==> config.mk <==
export PLATFORM = sky130hd
export DESIGN_NAME = alu_exec_unit_flat
export DESIGN_NICKNAME = d
export VERILOG_FILES = /design/src/rtl/alu_exec_pkg.sv /design/src/rtl/alu_exec_unit_if.sv /design/src/rtl/iter_multiplier.sv /design/src/rtl/alu_exec_unit.sv /design/src/flat_wrapper.sv
export SDC_FILE = /design/constraint.sdc
export NUM_CORES = 1
export LEC_CHECK = 0
export ABC_AREA = 1
export CAP_MARGIN = 20
export CORE_MARGIN = 1.5
export CORE_UTILIZATION = 45
export DETAILED_ROUTE_END_ITERATION = 12
export PLACE_DENSITY = 0.7
export SLEW_MARGIN = 10
export SYNTH_ARGS = -nofsm -noshare
export SYNTH_HDL_FRONTEND = slang
export SYNTH_SLANG_ARGS = --single-unit
==> constraint.sdc <==
create_clock -name clk -period 6 [get_ports clk]
set_input_delay 1.2 -clock clk [delete_from_list [all_inputs] [get_ports clk]]
set_output_delay 1.2 -clock clk [all_outputs]
set_load 0.005 [all_outputs]
==> src/rtl/alu_exec_pkg.sv <==
// Shared types, opcode constants and the data-processing decoder for alu_exec_unit.
package alu_exec_pkg;

    typedef enum logic [2:0] {
        ALU_ADD = 3'b000,
        ALU_SUB = 3'b001,
        ALU_AND = 3'b010,
        ALU_ORR = 3'b011,
        ALU_ADC = 3'b100,
        ALU_SBC = 3'b101,
        ALU_EOR = 3'b110,
        ALU_MUL = 3'b111
    } alu_ctl_t;

    typedef enum logic {
        IDLE = 1'b0,
        BUSY = 1'b1
    } state_t;

    localparam logic [3:0] CMD_AND = 4'b0000;
    localparam logic [3:0] CMD_EOR = 4'b0001;
    localparam logic [3:0] CMD_SUB = 4'b0010;
    localparam logic [3:0] CMD_ADD = 4'b0100;
    localparam logic [3:0] CMD_ADC = 4'b0101;
    localparam logic [3:0] CMD_SBC = 4'b0110;
    localparam logic [3:0] CMD_TST = 4'b1000;
    localparam logic [3:0] CMD_CMP = 4'b1010;
    localparam logic [3:0] CMD_CMN = 4'b1011;
    localparam logic [3:0] CMD_ORR = 4'b1100;
    localparam logic [3:0] CMD_MOV = 4'b1101;

    localparam logic [1:0] FLAGW_NONE = 2'b00;
    localparam logic [1:0] FLAGW_NZ   = 2'b10;
    localparam logic [1:0] FLAGW_ALL  = 2'b11;

    typedef struct packed {
        alu_ctl_t   ctl;
        logic       mov;
        logic [1:0] flag_w;
        logic       no_write;
        logic       illegal;
    } dec_t;

    function automatic dec_t decode(input logic alu_op, input logic s, input logic [3:0] cmd,
                                    input logic is_mul, input logic mul_en);
        dec_t d;
        d.ctl      = ALU_ADD;
        d.mov      = 1'b0;
        d.flag_w   = FLAGW_NONE;
        d.no_write = 1'b0;
        d.illegal  = 1'b0;
        if (alu_op) begin
            if (is_mul) begin
                if (mul_en) begin
                    d.ctl    = ALU_MUL;
                    d.flag_w = s ? FLAGW_NZ : FLAGW_NONE;
                end else begin
                    d.illegal = 1'b1;
                end
            end else begin
                case (cmd)
                    CMD_AND: begin d.ctl = ALU_AND; d.flag_w = s ? FLAGW_NZ : FLAGW_NONE;  end
                    CMD_EOR: begin d.ctl = ALU_EOR; d.flag_w = s ? FLAGW_NZ : FLAGW_NONE;  end
                    CMD_ORR: begin d.ctl = ALU_ORR; d.flag_w = s ? FLAGW_NZ : FLAGW_NONE;  end
                    CMD_SUB: begin d.ctl = ALU_SUB; d.flag_w = s ? FLAGW_ALL : FLAGW_NONE; end
                    CMD_ADD: begin d.ctl = ALU_ADD; d.flag_w = s ? FLAGW_ALL : FLAGW_NONE; end
                    CMD_ADC: begin d.ctl = ALU_ADC; d.flag_w = s ? FLAGW_ALL : FLAGW_NONE; end
                    CMD_SBC: begin d.ctl = ALU_SBC; d.flag_w = s ? FLAGW_ALL : FLAGW_NONE; end
                    CMD_TST: begin d.ctl = ALU_AND; d.flag_w = FLAGW_NZ;  d.no_write = 1'b1; end
                    CMD_CMP: begin d.ctl = ALU_SUB; d.flag_w = FLAGW_ALL; d.no_write = 1'b1; end
                    CMD_CMN: begin d.ctl = ALU_ADD; d.flag_w = FLAGW_ALL; d.no_write = 1'b1; end
                    CMD_MOV: begin d.mov = 1'b1;    d.flag_w = s ? FLAGW_NZ : FLAGW_NONE;  end
                    default: d.illegal = 1'b1;
                endcase
            end
            if (d.illegal) begin
                d.flag_w   = FLAGW_NONE;
                d.no_write = 1'b1;
            end
        end
        return d;
    endfunction

endpackage

==> src/rtl/alu_exec_unit_if.sv <==
// Request/response bundle between register-read, alu_exec_unit and writeback.
interface alu_exec_unit_if #(
    parameter int unsigned WIDTH = 32
);
    logic             flush;
    logic             in_valid;
    logic             in_ready;
    logic             alu_op;
    logic             s;
    logic [3:0]       cmd;
    logic             is_mul;
    logic [WIDTH-1:0] src_a;
    logic [WIDTH-1:0] src_b;
    logic             carry_in;
    logic             out_valid;
    logic             out_ready;
    logic [WIDTH-1:0] result;
    logic [3:0]       nzcv;
    logic [1:0]       flag_w;
    logic             no_write;
    logic             illegal;

    modport master (
        output flush, in_valid, alu_op, s, cmd, is_mul, src_a, src_b, carry_in, out_ready,
        input  in_ready, out_valid, result, nzcv, flag_w, no_write, illegal
    );

    modport slave (
        input  flush, in_valid, alu_op, s, cmd, is_mul, src_a, src_b, carry_in, out_ready,
        output in_ready, out_valid, result, nzcv, flag_w, no_write, illegal
    );
endinterface

==> src/rtl/iter_multiplier.sv <==
// Shift-add multiplier: one multiplier bit per cycle, low WIDTH bits of the product.
module iter_multiplier #(
    parameter int unsigned WIDTH = 32
) (
    input  logic             clk,
    input  logic             reset_n,
    input  logic             i_start,
    input  logic             i_cancel,
    input  logic [WIDTH-1:0] i_a,
    input  logic [WIDTH-1:0] i_b,
    output logic             o_done,
    output logic [WIDTH-1:0] o_product
);
    localparam int unsigned CntW = (WIDTH > 1) ? $clog2(WIDTH) : 1;

    logic             r_busy;
    logic [CntW-1:0]  r_cnt;
    logic [WIDTH-1:0] r_mcand;
    logic [WIDTH-1:0] r_mplier;
    logic [WIDTH-1:0] r_acc;
    logic [WIDTH-1:0] w_acc_next;

    assign w_acc_next = r_acc + (r_mplier[0] ? r_mcand : '0);
    // Done is seen during the last step so the caller can capture the final sum on that edge.
    assign o_done     = r_busy && (r_cnt == CntW'(WIDTH - 1));
    assign o_product  = w_acc_next;

    always_ff @(posedge clk) begin
        if (!reset_n || i_cancel) begin
            r_busy   <= 1'b0;
            r_cnt    <= '0;
            r_mcand  <= '0;
            r_mplier <= '0;
            r_acc    <= '0;
        end else if (i_start) begin
            r_busy   <= 1'b1;
            r_cnt    <= '0;
            r_mcand  <= i_a;
            r_mplier <= i_b;
            r_acc    <= '0;
        end else if (r_busy) begin
            r_acc    <= w_acc_next;
            r_mcand  <= r_mcand << 1;
            r_mplier <= r_mplier >> 1;
            if (o_done) begin
                r_busy <= 1'b0;
                r_cnt  <= '0;
            end else begin
                r_cnt <= r_cnt + 1'b1;
            end
        end
    end

endmodule

==> src/rtl/alu_exec_unit.sv <==
// Registered ALU execute stage: decode, single-cycle ALU, iterative MUL, valid/ready on both sides.
module alu_exec_unit
    import alu_exec_pkg::*;
#(
    parameter int unsigned WIDTH  = 32,
    parameter bit          MUL_EN = 1'b1
) (
    input logic            clk,
    input logic            reset_n,
    alu_exec_unit_if.slave bus
);
    localparam int unsigned Msb = WIDTH - 1;

    state_t           r_state, w_state_next;
    logic             r_out_valid, w_out_valid_next;
    logic [WIDTH-1:0] r_result, w_result_next;
    logic [3:0]       r_nzcv, w_nzcv_next;
    logic [1:0]       r_flag_w, w_flag_w_next;
    logic             r_no_write, w_no_write_next;
    logic             r_illegal, w_illegal_next;
    logic [1:0]       r_mul_flag_w, w_mul_flag_w_next;
    logic             r_mul_no_write, w_mul_no_write_next;

    dec_t             w_dec;
    logic             w_in_ready;
    logic             w_accept;
    logic             w_is_mul_op;
    logic [WIDTH-1:0] w_op_b;
    logic             w_cin;
    logic [WIDTH:0]   w_sum;
    logic [WIDTH-1:0] w_res;
    logic             w_c;
    logic             w_v;
    logic [3:0]       w_nzcv;
    logic             w_mul_start;
    logic             w_mul_done;
    logic [WIDTH-1:0] w_mul_product;

    assign w_dec       = decode(bus.alu_op, bus.s, bus.cmd, bus.is_mul, MUL_EN);
    assign w_in_ready  = (r_state == IDLE) && (!r_out_valid || bus.out_ready);
    assign w_accept    = bus.in_valid && w_in_ready;
    assign w_is_mul_op = (w_dec.ctl == ALU_MUL);

    // Subtraction variants invert B; carry-in selects ADD/SUB/ADC/SBC in one adder.
    always_comb begin
        w_op_b = bus.src_b;
        w_cin  = 1'b0;
        unique case (w_dec.ctl)
            ALU_SUB: begin w_op_b = ~bus.src_b; w_cin = 1'b1;         end
            ALU_SBC: begin w_op_b = ~bus.src_b; w_cin = bus.carry_in; end
            ALU_ADC: w_cin = bus.carry_in;
            default: ;
        endcase
    end

    assign w_sum = {1'b0, bus.src_a} + {1'b0, w_op_b} + {{WIDTH{1'b0}}, w_cin};

    always_comb begin
        w_res = '0;
        w_c   = 1'b0;
        w_v   = 1'b0;
        if (w_dec.illegal) begin
            w_res = '0;
        end else if (w_dec.mov) begin
            w_res = bus.src_b;
        end else begin
            unique case (w_dec.ctl)
                ALU_ADD, ALU_SUB, ALU_ADC, ALU_SBC: begin
                    w_res = w_sum[WIDTH-1:0];
                    w_c   = w_sum[WIDTH];
                    w_v   = (bus.src_a[Msb] == w_op_b[Msb]) && (w_sum[Msb] != bus.src_a[Msb]);
                end
                ALU_AND: w_res = bus.src_a & bus.src_b;
                ALU_ORR: w_res = bus.src_a | bus.src_b;
                ALU_EOR: w_res = bus.src_a ^ bus.src_b;
                default: w_res = '0;
            endcase
        end
        w_nzcv = w_dec.illegal ? 4'b0000 : {w_res[Msb], (w_res == '0), w_c, w_v};
    end

    if (MUL_EN) begin : g_mul
        iter_multiplier #(
            .WIDTH(WIDTH)
        ) u_mul (
            .clk      (clk),
            .reset_n  (reset_n),
            .i_start  (w_mul_start),
            .i_cancel (bus.flush),
            .i_a      (bus.src_a),
            .i_b      (bus.src_b),
            .o_done   (w_mul_done),
            .o_product(w_mul_product)
        );
    end else begin : g_no_mul
        assign w_mul_done    = 1'b0;
        assign w_mul_product = '0;
    end

    always_comb begin
        w_state_next        = r_state;
        w_out_valid_next    = r_out_valid;
        w_result_next       = r_result;
        w_nzcv_next         = r_nzcv;
        w_flag_w_next       = r_flag_w;
        w_no_write_next     = r_no_write;
        w_illegal_next      = r_illegal;
        w_mul_flag_w_next   = r_mul_flag_w;
        w_mul_no_write_next = r_mul_no_write;
        w_mul_start         = 1'b0;

        if (r_out_valid && bus.out_ready) begin
            w_out_valid_next = 1'b0;
        end

        unique case (r_state)
            IDLE: begin
                if (w_accept) begin
                    if (w_is_mul_op) begin
                        w_state_next        = BUSY;
                        w_mul_start         = 1'b1;
                        w_mul_flag_w_next   = w_dec.flag_w;
                        w_mul_no_write_next = w_dec.no_write;
                    end else begin
                        w_out_valid_next = 1'b1;
                        w_result_next    = w_res;
                        w_nzcv_next      = w_nzcv;
                        w_flag_w_next    = w_dec.flag_w;
                        w_no_write_next  = w_dec.no_write;
                        w_illegal_next   = w_dec.illegal;
                    end
                end
            end
            BUSY: begin
                if (w_mul_done) begin
                    w_state_next     = IDLE;
                    w_out_valid_next = 1'b1;
                    w_result_next    = w_mul_product;
                    w_nzcv_next      = {w_mul_product[Msb], (w_mul_product == '0), 2'b00};
                    w_flag_w_next    = r_mul_flag_w;
                    w_no_write_next  = r_mul_no_write;
                    w_illegal_next   = 1'b0;
                end
            end
        endcase
    end

    always_ff @(posedge clk) begin
        if (!reset_n || bus.flush) begin
            r_state        <= IDLE;
            r_out_valid    <= 1'b0;
            r_result       <= '0;
            r_nzcv         <= '0;
            r_flag_w       <= FLAGW_NONE;
            r_no_write     <= 1'b0;
            r_illegal      <= 1'b0;
            r_mul_flag_w   <= FLAGW_NONE;
            r_mul_no_write <= 1'b0;
        end else begin
            r_state        <= w_state_next;
            r_out_valid    <= w_out_valid_next;
            r_result       <= w_result_next;
            r_nzcv         <= w_nzcv_next;
            r_flag_w       <= w_flag_w_next;
            r_no_write     <= w_no_write_next;
            r_illegal      <= w_illegal_next;
            r_mul_flag_w   <= w_mul_flag_w_next;
            r_mul_no_write <= w_mul_no_write_next;
        end
    end

    assign bus.in_ready  = w_in_ready;
    assign bus.out_valid = r_out_valid;
    assign bus.result    = r_result;
    assign bus.nzcv      = r_nzcv;
    assign bus.flag_w    = r_flag_w;
    assign bus.no_write  = r_no_write;
    assign bus.illegal   = r_illegal;

endmodule

==> src/flat_wrapper.sv <==
// flat-port wrapper written by rule: the top's interface ports become plain ports
module alu_exec_unit_flat import alu_exec_pkg::*;
#(
    parameter int unsigned WIDTH  = 32,
    parameter bit          MUL_EN = 1'b1
)
  (clk, reset_n, bus_flush, bus_in_valid, bus_alu_op, bus_s, bus_cmd, bus_is_mul, bus_src_a, bus_src_b, bus_carry_in, bus_out_ready, bus_in_ready, bus_out_valid, bus_result, bus_nzcv, bus_flag_w, bus_no_write, bus_illegal);
  alu_exec_unit_if #(.WIDTH(WIDTH)) bus_i ();
  input logic clk;
  input logic reset_n;
  input wire logic [$bits(bus_i.flush)-1:0] bus_flush;
  input wire logic [$bits(bus_i.in_valid)-1:0] bus_in_valid;
  input wire logic [$bits(bus_i.alu_op)-1:0] bus_alu_op;
  input wire logic [$bits(bus_i.s)-1:0] bus_s;
  input wire logic [$bits(bus_i.cmd)-1:0] bus_cmd;
  input wire logic [$bits(bus_i.is_mul)-1:0] bus_is_mul;
  input wire logic [$bits(bus_i.src_a)-1:0] bus_src_a;
  input wire logic [$bits(bus_i.src_b)-1:0] bus_src_b;
  input wire logic [$bits(bus_i.carry_in)-1:0] bus_carry_in;
  input wire logic [$bits(bus_i.out_ready)-1:0] bus_out_ready;
  output wire logic [$bits(bus_i.in_ready)-1:0] bus_in_ready;
  output wire logic [$bits(bus_i.out_valid)-1:0] bus_out_valid;
  output wire logic [$bits(bus_i.result)-1:0] bus_result;
  output wire logic [$bits(bus_i.nzcv)-1:0] bus_nzcv;
  output wire logic [$bits(bus_i.flag_w)-1:0] bus_flag_w;
  output wire logic [$bits(bus_i.no_write)-1:0] bus_no_write;
  output wire logic [$bits(bus_i.illegal)-1:0] bus_illegal;
  assign bus_i.flush = bus_flush;
  assign bus_i.in_valid = bus_in_valid;
  assign bus_i.alu_op = bus_alu_op;
  assign bus_i.s = bus_s;
  assign bus_i.cmd = bus_cmd;
  assign bus_i.is_mul = bus_is_mul;
  assign bus_i.src_a = bus_src_a;
  assign bus_i.src_b = bus_src_b;
  assign bus_i.carry_in = bus_carry_in;
  assign bus_i.out_ready = bus_out_ready;
  assign bus_in_ready = bus_i.in_ready;
  assign bus_out_valid = bus_i.out_valid;
  assign bus_result = bus_i.result;
  assign bus_nzcv = bus_i.nzcv;
  assign bus_flag_w = bus_i.flag_w;
  assign bus_no_write = bus_i.no_write;
  assign bus_illegal = bus_i.illegal;
  alu_exec_unit #(.WIDTH(WIDTH), .MUL_EN(MUL_EN)) u_core (.clk(clk), .reset_n(reset_n), .bus(bus_i));
endmodule
# [Word-level counts from Yosys, hierarchy flattened]
# Index checks and enable logic that the tools add are counted.
[op_classes] addsub=4 n_eq_ne=23 n_reduce_logical=27 n_bitwise=5 mux=63
[ops] op="2-to-1 mux 32 bit" count=11
[ops] op="one-hot mux 32 bit (4 select lines)" count=1
[ops] op="zero test 32 bit" count=2
[ops] op="one-hot mux 32 bit (2 select lines)" count=1
[ops] op="adder 32 x 32 -> 33 bit" count=1
[ops] op="adder 33 x 1 -> 33 bit" count=1
[ops] op="adder 32 bit" count=1
[ops] op="bitwise AND 32 bit" count=1
[ops] op="inverter 32 bit" count=1
[ops] op="bitwise OR 32 bit" count=1
[ops] op="bitwise XOR 32 bit" count=1
[ops] op="2-to-1 mux 1 bit" count=27
[ops] op="equality test 4 bit, second input constant" count=5
[ops] op="one-hot mux 3 bit (6 select lines)" count=1
[ops] op="2-to-1 mux 4 bit" count=4
[ops] op="equality test 3 bit, second input constant" count=4
[ops] op="equality test 4 x 3 -> 1 bit, second input constant" count=3
[ops] op="2-to-1 mux 2 bit" count=6
[ops] op="OR reduction 2 bit" count=6
[ops] op="OR reduction 4 bit" count=3
[ops] op="OR reduction 11 bit" count=1
[ops] op="one-hot mux 1 bit (2 select lines)" count=5
[ops] op="2-to-1 mux 8 bit" count=1
[ops] op="one-hot mux 2 bit (4 select lines)" count=1
[ops] op="other kinds (23)" count=33
[totals] out_inout_bits=42 input_bits=77 elab_cells=136 register_bits=147

# [Depth between registers and ports, before layout]
[depth] word_depth=20 mapped_depth=31 depth_no_buf=28

# [Cells and area by module]
# Synthesis repeated with hierarchy kept, for this count alone.
[unflattened] cells_unflattened=2567 area_unflattened_um2=14518.9
[by_module_without_submodules] module="alu_exec_unit" seq_area_each_um2=880.8 area_each_um2=7554.7 cells_each=1388 instances=1
[by_module_without_submodules] module="iter_multiplier" seq_area_each_um2=2042.0 area_each_um2=6964.2 cells_each=1179 instances=1

# [Least setup slack after synthesis]
# OpenSTA, ideal clock, no wires.
[synth_timing] path_kind="input to register" from="input port bus_cmd[3]" to="register u_core.r_nzcv[2] (netlist: u_core.bus.nzcv[2])" path_slack_ps=1125 path_buffers=3 stages=29 arrival_ps=4805 required_time_ps=5930 path_cell_list="inv_1 > nand2_1 > nand2_1 > nand3_2 > nand2_2 > buf_2 > buf_2 > nand3_1 > buf_2 > xor2_1 > fa_1 > fa_1 > nand3_1 > nand3_1 > nand2_1 > nand2_1 > nand2_1 > nand2_1 > nand2_1 > nand3_1 > nand3_1 > nand2_1 > nand2_1 > nand2_1 > o21ai_0 > nand2_1 > nor2_1 > nand3_1 > a21oi_1"
[synth_via] elab_chain_cells=18 word_cells_on_any_way=47 cone_classes="add/sub: 2; eq/ne: 18; mux: 17; reduce/logical: 10"
[synth_lines] item="start: declaration" line="flat_wrapper.sv:15" text="input wire logic [$bits(bus_i.cmd)-1:0] bus_cmd;"
[synth_lines] item="equality test 4 x 2 -> 1 bit, or another cell as far along" line="alu_exec_pkg.sv:61" text="case (cmd)"
[synth_lines] item="OR reduction 2 bit (no line)"
[synth_lines] item="one-hot mux 3 bit (6 select lines)" line="alu_exec_pkg.sv:61"
[synth_lines] item="2-to-1 mux 3 bit" line="alu_exec_pkg.sv:53" text="if (is_mul) begin"
[synth_lines] item="2-to-1 mux 8 bit (*)" line="alu_exec_pkg.sv:52" text="if (alu_op) begin"
[synth_lines] item="equality test 3 x 1 -> 1 bit / equality test 3 bit (equally long branches)" line="alu_exec_unit.sv:48, alu_exec_unit.sv:67"
[synth_lines] item="OR reduction 2 bit (no line)"
[synth_lines] item="2-to-1 mux 32 bit"
[synth_lines] item="[... 2 more ...]"
[synth_lines] item="one-hot mux 32 bit (4 select lines)" line="alu_exec_unit.sv:67" text="unique case (w_dec.ctl)"
[synth_lines] item="2-to-1 mux 32 bit" line="alu_exec_unit.sv:64" text="end else if (w_dec.mov) begin"
[synth_lines] item="2-to-1 mux 32 bit" line="alu_exec_unit.sv:62" text="if (w_dec.illegal) begin"
[synth_lines] item="zero test 32 bit" line="alu_exec_unit.sv:79" text="w_nzcv = w_dec.illegal ? 4'b0000 : {w_res[Msb], (w_res == '0), w_c, w_v};"
[synth_lines] item="2-to-1 mux 4 bit" line="alu_exec_unit.sv:79"
[synth_lines] item="2-to-1 mux 4 bit" line="alu_exec_unit.sv:119" text="if (w_is_mul_op) begin"
[synth_lines] item="2-to-1 mux 4 bit" line="alu_exec_unit.sv:118" text="if (w_accept) begin"
[synth_lines] item="one-hot mux 4 bit (2 select lines)" line="alu_exec_unit.sv:116" text="unique case (r_state)"
[synth_lines] item="end signal: assignment" line="alu_exec_unit.sv:163" text="r_nzcv <= w_nzcv_next;"
[synth_lines] item="end: declaration" line="alu_exec_unit.sv:17" text="logic [3:0] r_nzcv, w_nzcv_next;"
# Mark *: on every way between the ends. The rest lies on a longest branch, timed or not. The select of a mux whose other input is x is not followed.
# A chain may end at the register's enable or synchronous reset.

# [Worst setup path after layout]
[layout_timing] from="input port bus_cmd[1]" to="register u_core.r_nzcv[2] (netlist: u_core.bus.nzcv[2])"
# The elaborated chain is that of the path after synthesis.

==> flow_summary.json <==
{
  "wire_per_inst_um": 16.99,
  "overflow": 0,
  "dpl_cell_area_um2": 15200,
  "routed_wl_um": 47930,
  "hold_viol": 0,
  "dieArea_um2": 31770,
  "drv_slew": 0,
  "grt_setup_unrepaired": "false",
  "coreArea_um2": 29950,
  "cts-root-buf": "clkbuf_16",
  "cts_tree": "yes",
  "ys_warn_count": 0,
  "period_minus_slack_ns": 5.023,
  "min_period_over_period_pct": 83.72,
  "synth_area_um2": 13820,
  "dp_cells": 2787,
  "fin_area_um2": 15830,
  "fmax_ghz": 0.1991,
  "pwr_density_cell_nw_per_um2": 195.2,
  "syn_nets": 2566,
  "num_rows": 63,
  "antenna_found_initial": 0,
  "area_growth_pct": 14.56,
  "cts_buffers": 17,
  "relSlewSlack_pct": 25.15,
  "hold_class": "reg -> reg",
  "die_w_um": 178.2,
  "end_kind": "register",
  "worst_pin_slew_ns": 1.123,
  "criticalPathCategory": "in -> reg",
  "insertion_delay_ns": 0.46,
  "maxCapViolCount": 0,
  "hpwl_um": 36320,
  "grt_use_total_pct": 30.48,
  "drt_pass1_iterations": 6,
  "drc_errors": 0,
  "cellLeakagePower_nw": 8.032,
  "synthDistinctLibCells": 44,
  "gp_congestion": 0.9752,
  "ys_seq_area_share_pct": 21.15,
  "drive_gt1_share_pct": 3.291,
  "grt_max_degree": 100,
  "fin_nets": 2626,
  "n_antenna_cell": 0,
  "clock_skew_ns": 0.01601,
  "portBuffers": 118,
  "ant_nets": 0,
  "die_h_um": 178.2,
  "grt_pass1_vias": 14240,
  "drt-initial-drc-count": 1241,
  "netlist_instances": 2358,
  "instances_no_fill": 2821,
  "cts.clk_slew.worst_paths_ns": 0.06,
  "ctsResizeCount": 0,
  "n_fill_cell": 3153,
  "pre_cts_slack_ns": 0.6012,
  "start_util_pct": 46.13,
  "avgSynthCellArea_um2": 5.860,
  "setup_viol": 0,
  "synth_seq_cells": 146,
  "cts_max_level": 4,
  "worst_slack_ns": 0.9765,
  "required_ns": 6.38,
  "clockBufferDepth": 2,
  "vias": 15230,
  "peakVddDrop_uv": 251.9,
  "worstPathArrival_ns": 5.41,
  "via_per_inst": 5.397,
  "hold_buffers": 0,
  "grt_pass1_wl_um": 74690,
  "worst-path-max-fanout": 19,
  "cts_setup_buffers": 0,
  "status": "finished, final reports clean",
  "ios": 119,
  "cts_sinks": 146,
  "setup_tns_ns": 0,
  "worst_setup_path_start_kind": "input pin"
}
metrics by stage:
stage	power [mW]	hold WS, ns	util, %
6_report	3.091	0.4454	52.85
2_1_floorplan	1.632	0.4193	-
3_3_place_gp	1.955	0.4270	50.76
3_5_place_dp	1.964	0.4337	50.76
4_1_cts	3.095	0.4453	52.73
5_1_grt	3.259	0.4708	52.85
routing by layer:
layer	routed length (um)	up-vias	global-route usage, %	part of all wire (%)
li1	-	7634	-	-
met1	21230	6936	38.49	44
met2	21390	549	50.15	45
met3	3126	106	5.200	6.5
met4	2181	0	14.83	4.6
met5	0	-	0	0
flip-flops by register name, indices dropped and copies added (netlist names), 2 cells and up:
name	flops
u_core.bus.result	32
u_core.g_mul.u_mul.r_acc	32
u_core.g_mul.u_mul.r_mcand	32
u_core.g_mul.u_mul.r_mplier	32
u_core.g_mul.u_mul.r_cnt	5
u_core.bus.nzcv	3
u_core.bus.flag_w	2
u_core.r_mul_flag_w	2
report_power, final:
part / switching, mW / total (mW) / internal [mW]
combinational: 0.630 / 0.964 / 0.334
sequential: 0.0114 / 0.997 / 0.986
clock: 0.497 / 1.13 / 0.633
total: 1.14 / 3.09 / 1.95
final timing paths:
kind	startpoint	endpoint	slack, ns	depth (start not counted)
worst min register to register	u_core.r_mul_flag_w[0]	u_core.r_mul_flag_w[0]	0.45	2
worst max register to register	u_core.g_mul.u_mul.r_mplier[0]	u_core.bus.nzcv[2]	2.36	16
worst min-delay path	u_core.r_mul_flag_w[0]	u_core.r_mul_flag_w[0]	0.45	2
worst max-delay path	bus_cmd[1]	u_core.bus.nzcv[2]	0.98	27
worst max-delay path: stages:
cell	delay [ns]
clkdlybuf4s50_1	0.60
inv_2	0.09
nand2_1	0.11
nand2_1	0.07
nand2_1	0.10
nand3_4	0.24
o21ai_0	0.24
nor3_1	0.08
fa_1	0.46
fa_1	0.47
nand3_1	0.11
nand3_1	0.11
nand2_1	0.11
nand2_1	0.13
nand2_1	0.09
nand2_1	0.10
nand2_1	0.12
nand3_1	0.08
nand3_1	0.10
nand2_1	0.06
nand2_1	0.06
nand2_1	0.07
o21ai_0	0.20
nand2_1	0.08
nor2_1	0.13
nand3_1	0.08
a21oi_1	0.11
area by class of cell:
cell class                      instances  area [um2]  area share (%)
Clock inverter                         13       148.9          0.9406
Sequential cell                       146        2927           18.49
Timing Repair Buffer                  136        1349           8.520
Clock buffer                           19       442.9           2.798
Multi-Input combinational cell       1766        9158           57.85
Inverter                              351        1318           8.323
Tap cell                              390       488.0           3.083
cells in the mapped netlist:
master,count,area (um2)
a211oi_1,4,30.03
a21boi_0,1,7.510
a21oi_1,144,720.7
a21oi_2,1,8.760
a21oi_4,1,16.27
a31oi_1,52,325.3
and2_1,4,25.02
and3_1,1,6.260
buf_1,8,30.03
buf_2,23,115.1
buf_4,2,15.01
buf_6,5,56.30
clkbuf_1,56,210.2
clkbuf_2,1,5.000
dfxtp_1,146,2923
fa_1,3,60.06
ha_1,128,1602
inv_1,343,1287
inv_2,8,30.03
nand2_1,740,2778
nand2_2,3,18.77
nand2_4,2,22.52
nand3_1,200,1001
nand3_2,1,10.01
nand3_4,1,17.52
nand3b_1,17,127.6
nand4_1,20,125.1
nor2_1,216,810.8
nor2_2,3,18.77
nor2_4,1,11.26
nor3_1,17,85.08
nor3_2,1,10.01
nor4_1,3,18.77
o211ai_1,11,82.58
o21a_1,7,52.55
o21ai_0,104,520.5
o21ai_1,15,75.07
o21bai_1,10,75.07
o221a_2,4,45.04
o221ai_1,1,8.760
or2_0,1,6.260
or2_2,2,12.51
xnor2_1,4,35.03
xor2_1,43,376.6
placed cells by master (no fill, tap or decap), types with 4 or more instances in the layout:
cell type        Yosys  routed
o21ai_1             15      15
a21oi_1            144     144
nand4_1             20      20
nand2_1            740     740
and2_1               4       4
dfxtp_1            146     145
inv_1              343     342
o21a_1               7       7
nand3b_1            17      17
clkdlybuf4s50_1      0     118
inv_6                0       4
o21ai_0            104     104
nor3_1              17      17
o21bai_1            10      10
a31oi_1             52      52
nor2_1             216     216
xnor2_1              4       4
clkbuf_16            0      17
inv_2                8       9
a211oi_1             4       4
buf_4                2      15
o221a_2              4       4
nand3_1            200     199
xor2_1              43      43
o211ai_1            11      11
ha_1               128     128
cell families after synthesis:
family / synth area share (%)
xor+xnor: 2.979
simple gates: 36.94
compound gates: 14.24
flops: 21.15
fa+ha+maj: 12.02
buf+inv: 12.66
(Power assumes the default switching activity.)
==> patch 1: new RTL, same settings <==
`WIDTH` is set to 32 in 4 places; all go to 16.
--- a/src/rtl/alu_exec_unit_if.sv
+++ b/src/rtl/alu_exec_unit_if.sv
@@ -1,6 +1,6 @@
 // Request/response bundle between register-read, alu_exec_unit and writeback.
 interface alu_exec_unit_if #(
-    parameter int unsigned WIDTH = 32
+    parameter int unsigned WIDTH = 16
 );
     logic             flush;
     logic             in_valid;
--- a/src/rtl/iter_multiplier.sv
+++ b/src/rtl/iter_multiplier.sv
@@ -1,6 +1,6 @@
 // Shift-add multiplier: one multiplier bit per cycle, low WIDTH bits of the product.
 module iter_multiplier #(
-    parameter int unsigned WIDTH = 32
+    parameter int unsigned WIDTH = 16
 ) (
     input  logic             clk,
     input  logic             reset_n,
--- a/src/rtl/alu_exec_unit.sv
+++ b/src/rtl/alu_exec_unit.sv
@@ -2,7 +2,7 @@
 module alu_exec_unit
     import alu_exec_pkg::*;
 #(
-    parameter int unsigned WIDTH  = 32,
+    parameter int unsigned WIDTH  = 16,
     parameter bit          MUL_EN = 1'b1
 ) (
     input logic            clk,
--- a/src/flat_wrapper.sv
+++ b/src/flat_wrapper.sv
@@ -1,7 +1,7 @@
 // flat-port wrapper written by rule: the top's interface ports become plain ports
 module alu_exec_unit_flat import alu_exec_pkg::*;
 #(
-    parameter int unsigned WIDTH  = 32,
+    parameter int unsigned WIDTH  = 16,
     parameter bit          MUL_EN = 1'b1
 )
   (clk, reset_n, bus_flush, bus_in_valid, bus_alu_op, bus_s, bus_cmd, bus_is_mul, bus_src_a, bus_src_b, bus_carry_in, bus_out_ready, bus_in_ready, bus_out_valid, bus_result, bus_nzcv, bus_flag_w, bus_no_write, bus_illegal);
Ports: changed (resized bus_result, bus_src_a and bus_src_b); port bits go from 119 to 71. The function was not compared with the original's and may differ.
==> patch 1 against the original RTL <==
- routed wire length decreased by 58%
- clock power decreased by 49%
- global-route usage decreased by 5.0 points
- critical endpoint unchanged
- first-iteration DRC count decreased by 55%
- power decreased by 49%
- setup slack got worse by 0.091 ns
- sequential share of layout area increased by 2.0 points
- sequential cell count decreased by 65
- die area decreased by 50%
- synthesized area decreased by 51%
- design area decreased by 50%
- synthesized cell count decreased by 54%
- count of clock-buffer cells in the layout decreased by 9
==> patch 1: results (changes against the original RTL) <==
VDD IR max 0.150 mV (-41%); Area contributors post-synth dfxtp_1 (24%), nand2_1 (17%), ha_1 (12%); largest net degree at the start of global routing 62 (-38%); final hold slack 0.439 ns (-0.00646 ns); H-Tree Level Count 3 (-1); Setup WS pre-CTS 0.578 ns (-0.0236 ns); R2R Setup Slk 2.64 ns (+0.28 ns); hold path endpoint u_core.r_mul_no_write; Netlist cell types 43 (-2.3%); layout cells sized above 1 4.22% (+0.93 points); Seq/Total Area, Yosys 23.7% (+2.6 points); via count of the routed design 7101 (-53%); # port buffers 70 (-41%); vias in the first global route 6232 (-56%); post-DP HPWL 15.4 mm (-58%); clk_skew 0.00871 ns (-0.00730 ns); placed cell area 0.00760 mm2 (-50%); TritonCTS Buffers 9 (-8); DRT Pass-1 Iters 5 (-1); Crit path arrival time 5.37 ns (-0.04 ns); Syn Nets 1205 (-53%); clock latency on the worst-skew pair 0.35 ns (-0.11 ns); status finished clean; average size of a mapped cell 6.25 um2 (+6.7%); gpl congestion 0.892 (-8.6%); Total Routing Usage GR 25.5% (-5.0 points); Fill cells 1544 (-51%); Leakage 3.74 nW (-53%); Iter 0 DRT Violations 558 (-55%)
==> patch 1: cell families (layout without fill, tap and decap cells) <==
family                   after synthesis  after routing  synth area share (%)
buffers and inverters                193            237                  11.2
XOR/XNOR                              30             30                  3.84
flip-flops                            81             81                  23.7
AO/OA/AOI/OAI                        177            177                  14.5
adder cells (fa/ha/maj)               66             66                  12.4
AND/OR/NAND/NOR                      547            547                  34.4
==> patch 1: layout make-up <==
class                      instances  share of cell area, %
sequential                        81                   20.5
multi-input combinational        820                   56.3
timing repair buffer              76                   9.43
inverter                         145                   6.88
clock buffer                      10                   3.02
tap                              184                   2.91
clock inverter                     6                  0.949
==> patch 1: worst max path at each step <==
| stage | end | depth (start not counted) | from | slack, ns |
|---|---|---|---|---|
| 3_3_place_gp | u_core.bus.nzcv[2] | 31 | bus_cmd[1] | 0.70 |
| 3_5_place_dp | u_core.bus.nzcv[2] | 32 | bus_cmd[1] | 0.58 |
| 4_1_cts | u_core.bus.nzcv[2] | 32 | bus_cmd[1] | 0.94 |
| 2_1_floorplan | u_core.bus.nzcv[2] | 27 | bus_is_mul | 1.53 |
| 5_1_grt | u_core.bus.nzcv[2] | 32 | bus_cmd[1] | 0.42 |
| 6_report | u_core.bus.nzcv[2] | 32 | bus_cmd[1] | 0.89 |
==> patch 1: critical path, delay by kind of cell <==
family	cells	cell delay, ns
simple gates	25	2.31
fa+ha+maj	2	0.93
buf+inv	4	0.79
compound gates	1	0.11
==> patch 1: power by group through the flow <==
stage / Combinational (mW) / Clock, mW / Sequential, mW
after floorplan: 0.285 / 0 / 0.567
after global placement: 0.427 / 0 / 0.568
after detailed placement: 0.430 / 0 / 0.568
after CTS: 0.433 / 0.584 / 0.556
after global routing: 0.492 / 0.608 / 0.557
final: 0.439 / 0.578 / 0.556
==> patch 1: routing by layer <==
metal	track usage (%)	up-vias	routed length [um]
li1	-	3623	-
met1	35.8	3226	9610
met2	39.9	231	8780
met3	4.80	21	1350
met4	6.90	0	333
met5	0	-	0
==> patch 2: new RTL, same settings <==
Without the edit above. `MUL_EN` is set to 1'b1 in 2 places; all go to 1'b0.
--- a/src/rtl/alu_exec_unit.sv
+++ b/src/rtl/alu_exec_unit.sv
@@ -3,7 +3,7 @@
     import alu_exec_pkg::*;
 #(
     parameter int unsigned WIDTH  = 32,
-    parameter bit          MUL_EN = 1'b1
+    parameter bit          MUL_EN = 1'b0
 ) (
     input logic            clk,
     input logic            reset_n,
--- a/src/flat_wrapper.sv
+++ b/src/flat_wrapper.sv
@@ -2,7 +2,7 @@
 module alu_exec_unit_flat import alu_exec_pkg::*;
 #(
     parameter int unsigned WIDTH  = 32,
-    parameter bit          MUL_EN = 1'b1
+    parameter bit          MUL_EN = 1'b0
 )
   (clk, reset_n, bus_flush, bus_in_valid, bus_alu_op, bus_s, bus_cmd, bus_is_mul, bus_src_a, bus_src_b, bus_carry_in, bus_out_ready, bus_in_ready, bus_out_valid, bus_result, bus_nzcv, bus_flag_w, bus_no_write, bus_illegal);
   alu_exec_unit_if #(.WIDTH(WIDTH)) bus_i ();
Formal check against the unedited RTL: not equivalent (a bounded check fails within 4 cycles, from zero or initial values).
==> patch 2 against the original RTL <==
- sequential power fell by 71%
- setup slack got worse by 0.38 ns
- synthesized cell count fell by 48%
- power fell by 59%
- clock skew fell by 0.013 ns
- global-route usage fell by 1.7 points
- design area fell by 47%
- routed wire length fell by 52%
- synthesized area fell by 50%
- sequential cell count fell by 105
- highest routed layer unchanged
==> patch 2: results (changes against the original RTL) <==
status finished clean; VDD IR max 0.153 mV (-39%); Worst Hold Class register to register; worst r2r src u_core.bus.out_valid; commonest non-fill, non-tap cell in the layout nand2_1; post-CTS setup buffer count 0 (unchanged); TritonCTS Buffers 5 (-12); clk_skew 0.00274 ns (-0.0133 ns); gpl congestion 0.991 (+1.7%); synth warn 0 (unchanged); Total Routing Usage GR 28.7% (-1.7 points); Seq/Total Area, Yosys 11.9% (-9.2 points); crit share post-route 90.1% (+6.4 points); clk slew on worst S/H paths 0.05 ns; Largest register FFs 32; CTS Buffer Depth 2 (unchanged); root buf cell clkbuf_16; n_diodes 0 (unchanged); largest net degree at the start of global routing 62 (-38%); Final nets 1499 (-43%); Async SR Flop Fraction 0% (unchanged); Most used DFF post-synth dfxtp_1; Hold Crit Start u_core.r_state; drt wl/cell 15.2 um (-10%); Crit path arrival time 5.62 ns (+0.21 ns); post-DP HPWL 18.6 mm (-49%); DRT Pass-1 Iters 5 (-1); vias in the first global route 7412 (-48%); Iter 0 DRT Violations 649 (-48%); Netlist cell types 40 (-9.1%); maximum fanout along the worst path 23 (+4); Leakage 4.58 nW (-43%); DRC 0 (unchanged); Syn Nets 1399 (-45%); CP Launch Point bus_cmd[1]; H-Tree Level Count 2 (-2); antenna-violating nets left 0 (unchanged); layout cells sized above 1 2.79% (-0.50 points); commonest cells in the netlist nand2_1 (410), inv_1 (208), nor2_1 (101); post-CTS resize count 0 (unchanged); initial antenna violation count 0 (unchanged); Fill cells 1579 (-50%); # port buffers 118 (unchanged); vias per cell 5.20 (-3.6%); clock latency on the worst-skew pair 0.28 ns (-0.18 ns); first-pass GRT wire length 36.8 mm (-51%); worst rel slew slack 33.9% (+8.7 points); Area contributors post-synth nand2_1 (22%), ha_1 (17%), dfxtp_1 (12%)
-- patch 2: worst max-delay path, stage by stage --
cell,delay [ns]
clkdlybuf4s50_1,0.60
nand2_2,0.14
nand2_1,0.08
nand2_1,0.16
nor4_4,0.36
buf_4,0.44
xor2_1,0.19
ha_1,0.31
a21oi_1,0.27
nand2_1,0.11
a21oi_1,0.21
inv_1,0.06
a21oi_1,0.15
nand2_1,0.14
o21ai_0,0.47
nand2_1,0.09
nand2_1,0.08
nand2_1,0.09
nand2_1,0.12
nand2_1,0.08
nor2_1,0.10
nand2_1,0.07
a21oi_2,0.10
-- patch 2: cell type report --
class,instances,area share [%]
Tap cell,188,2.81
Clock buffer,7,1.71
Inverter,213,9.56
Timing Repair Buffer,128,15.3
Sequential cell,41,9.81
Multi-Input combinational cell,936,60.9
-- patch 2: final timing paths --
kind | endpoint | slack (ns) | depth (start not counted)
worst max-delay path | u_core.bus.nzcv[2] | 0.59 | 23
worst min-delay path | u_core.r_state | 0.44 | 2
worst max register to register | u_core.bus.nzcv[2] | 3.76 | 13
worst min register to register | u_core.r_state | 0.44 | 2
-- patch 2: metal layers --
metal  share of wire (%)  vias to the layer above  track usage [%]
met5                   0                        -                0
met4                 3.8                        0             9.76
met3                 5.3                       46             4.43
met2                  47                      259             50.9
met1                  44                     3528             35.6
li1                    -                     4036                -
-- patch 2: cell families after synthesis --
family | Yosys count | share of synthesized area, %
buffers and inverters | 248 | 14.2
xor gates and xnor gates | 34 | 4.33
AOI/OAI and AO/OA | 162 | 13.1
and+or+nand+nor | 643 | 38.6
DFF | 41 | 11.9
adders and majority gates | 97 | 17.9
-- patch 2: metrics by stage --
step                setup slack [ns]  total power, mW  utilization, %  instance area, um2  instances
floorplan                       1.26            0.759               -                6880       1225
global placement               0.403             1.01            54.3                8200       1505
detailed placement             0.360             1.02            54.3                8200       1505
CTS                            0.620             1.28            55.3                8340       1512
global route                   0.181             1.40            55.4                8370       1513
finish                         0.595             1.28            55.4                8370       1513
-- patch 2: power by group --
part	total, mW	internal (mW)	switching (mW)
Sequential	0.291	0.285	0.00634
Combinational	0.731	0.270	0.461
Clock	0.260	0.163	0.0973
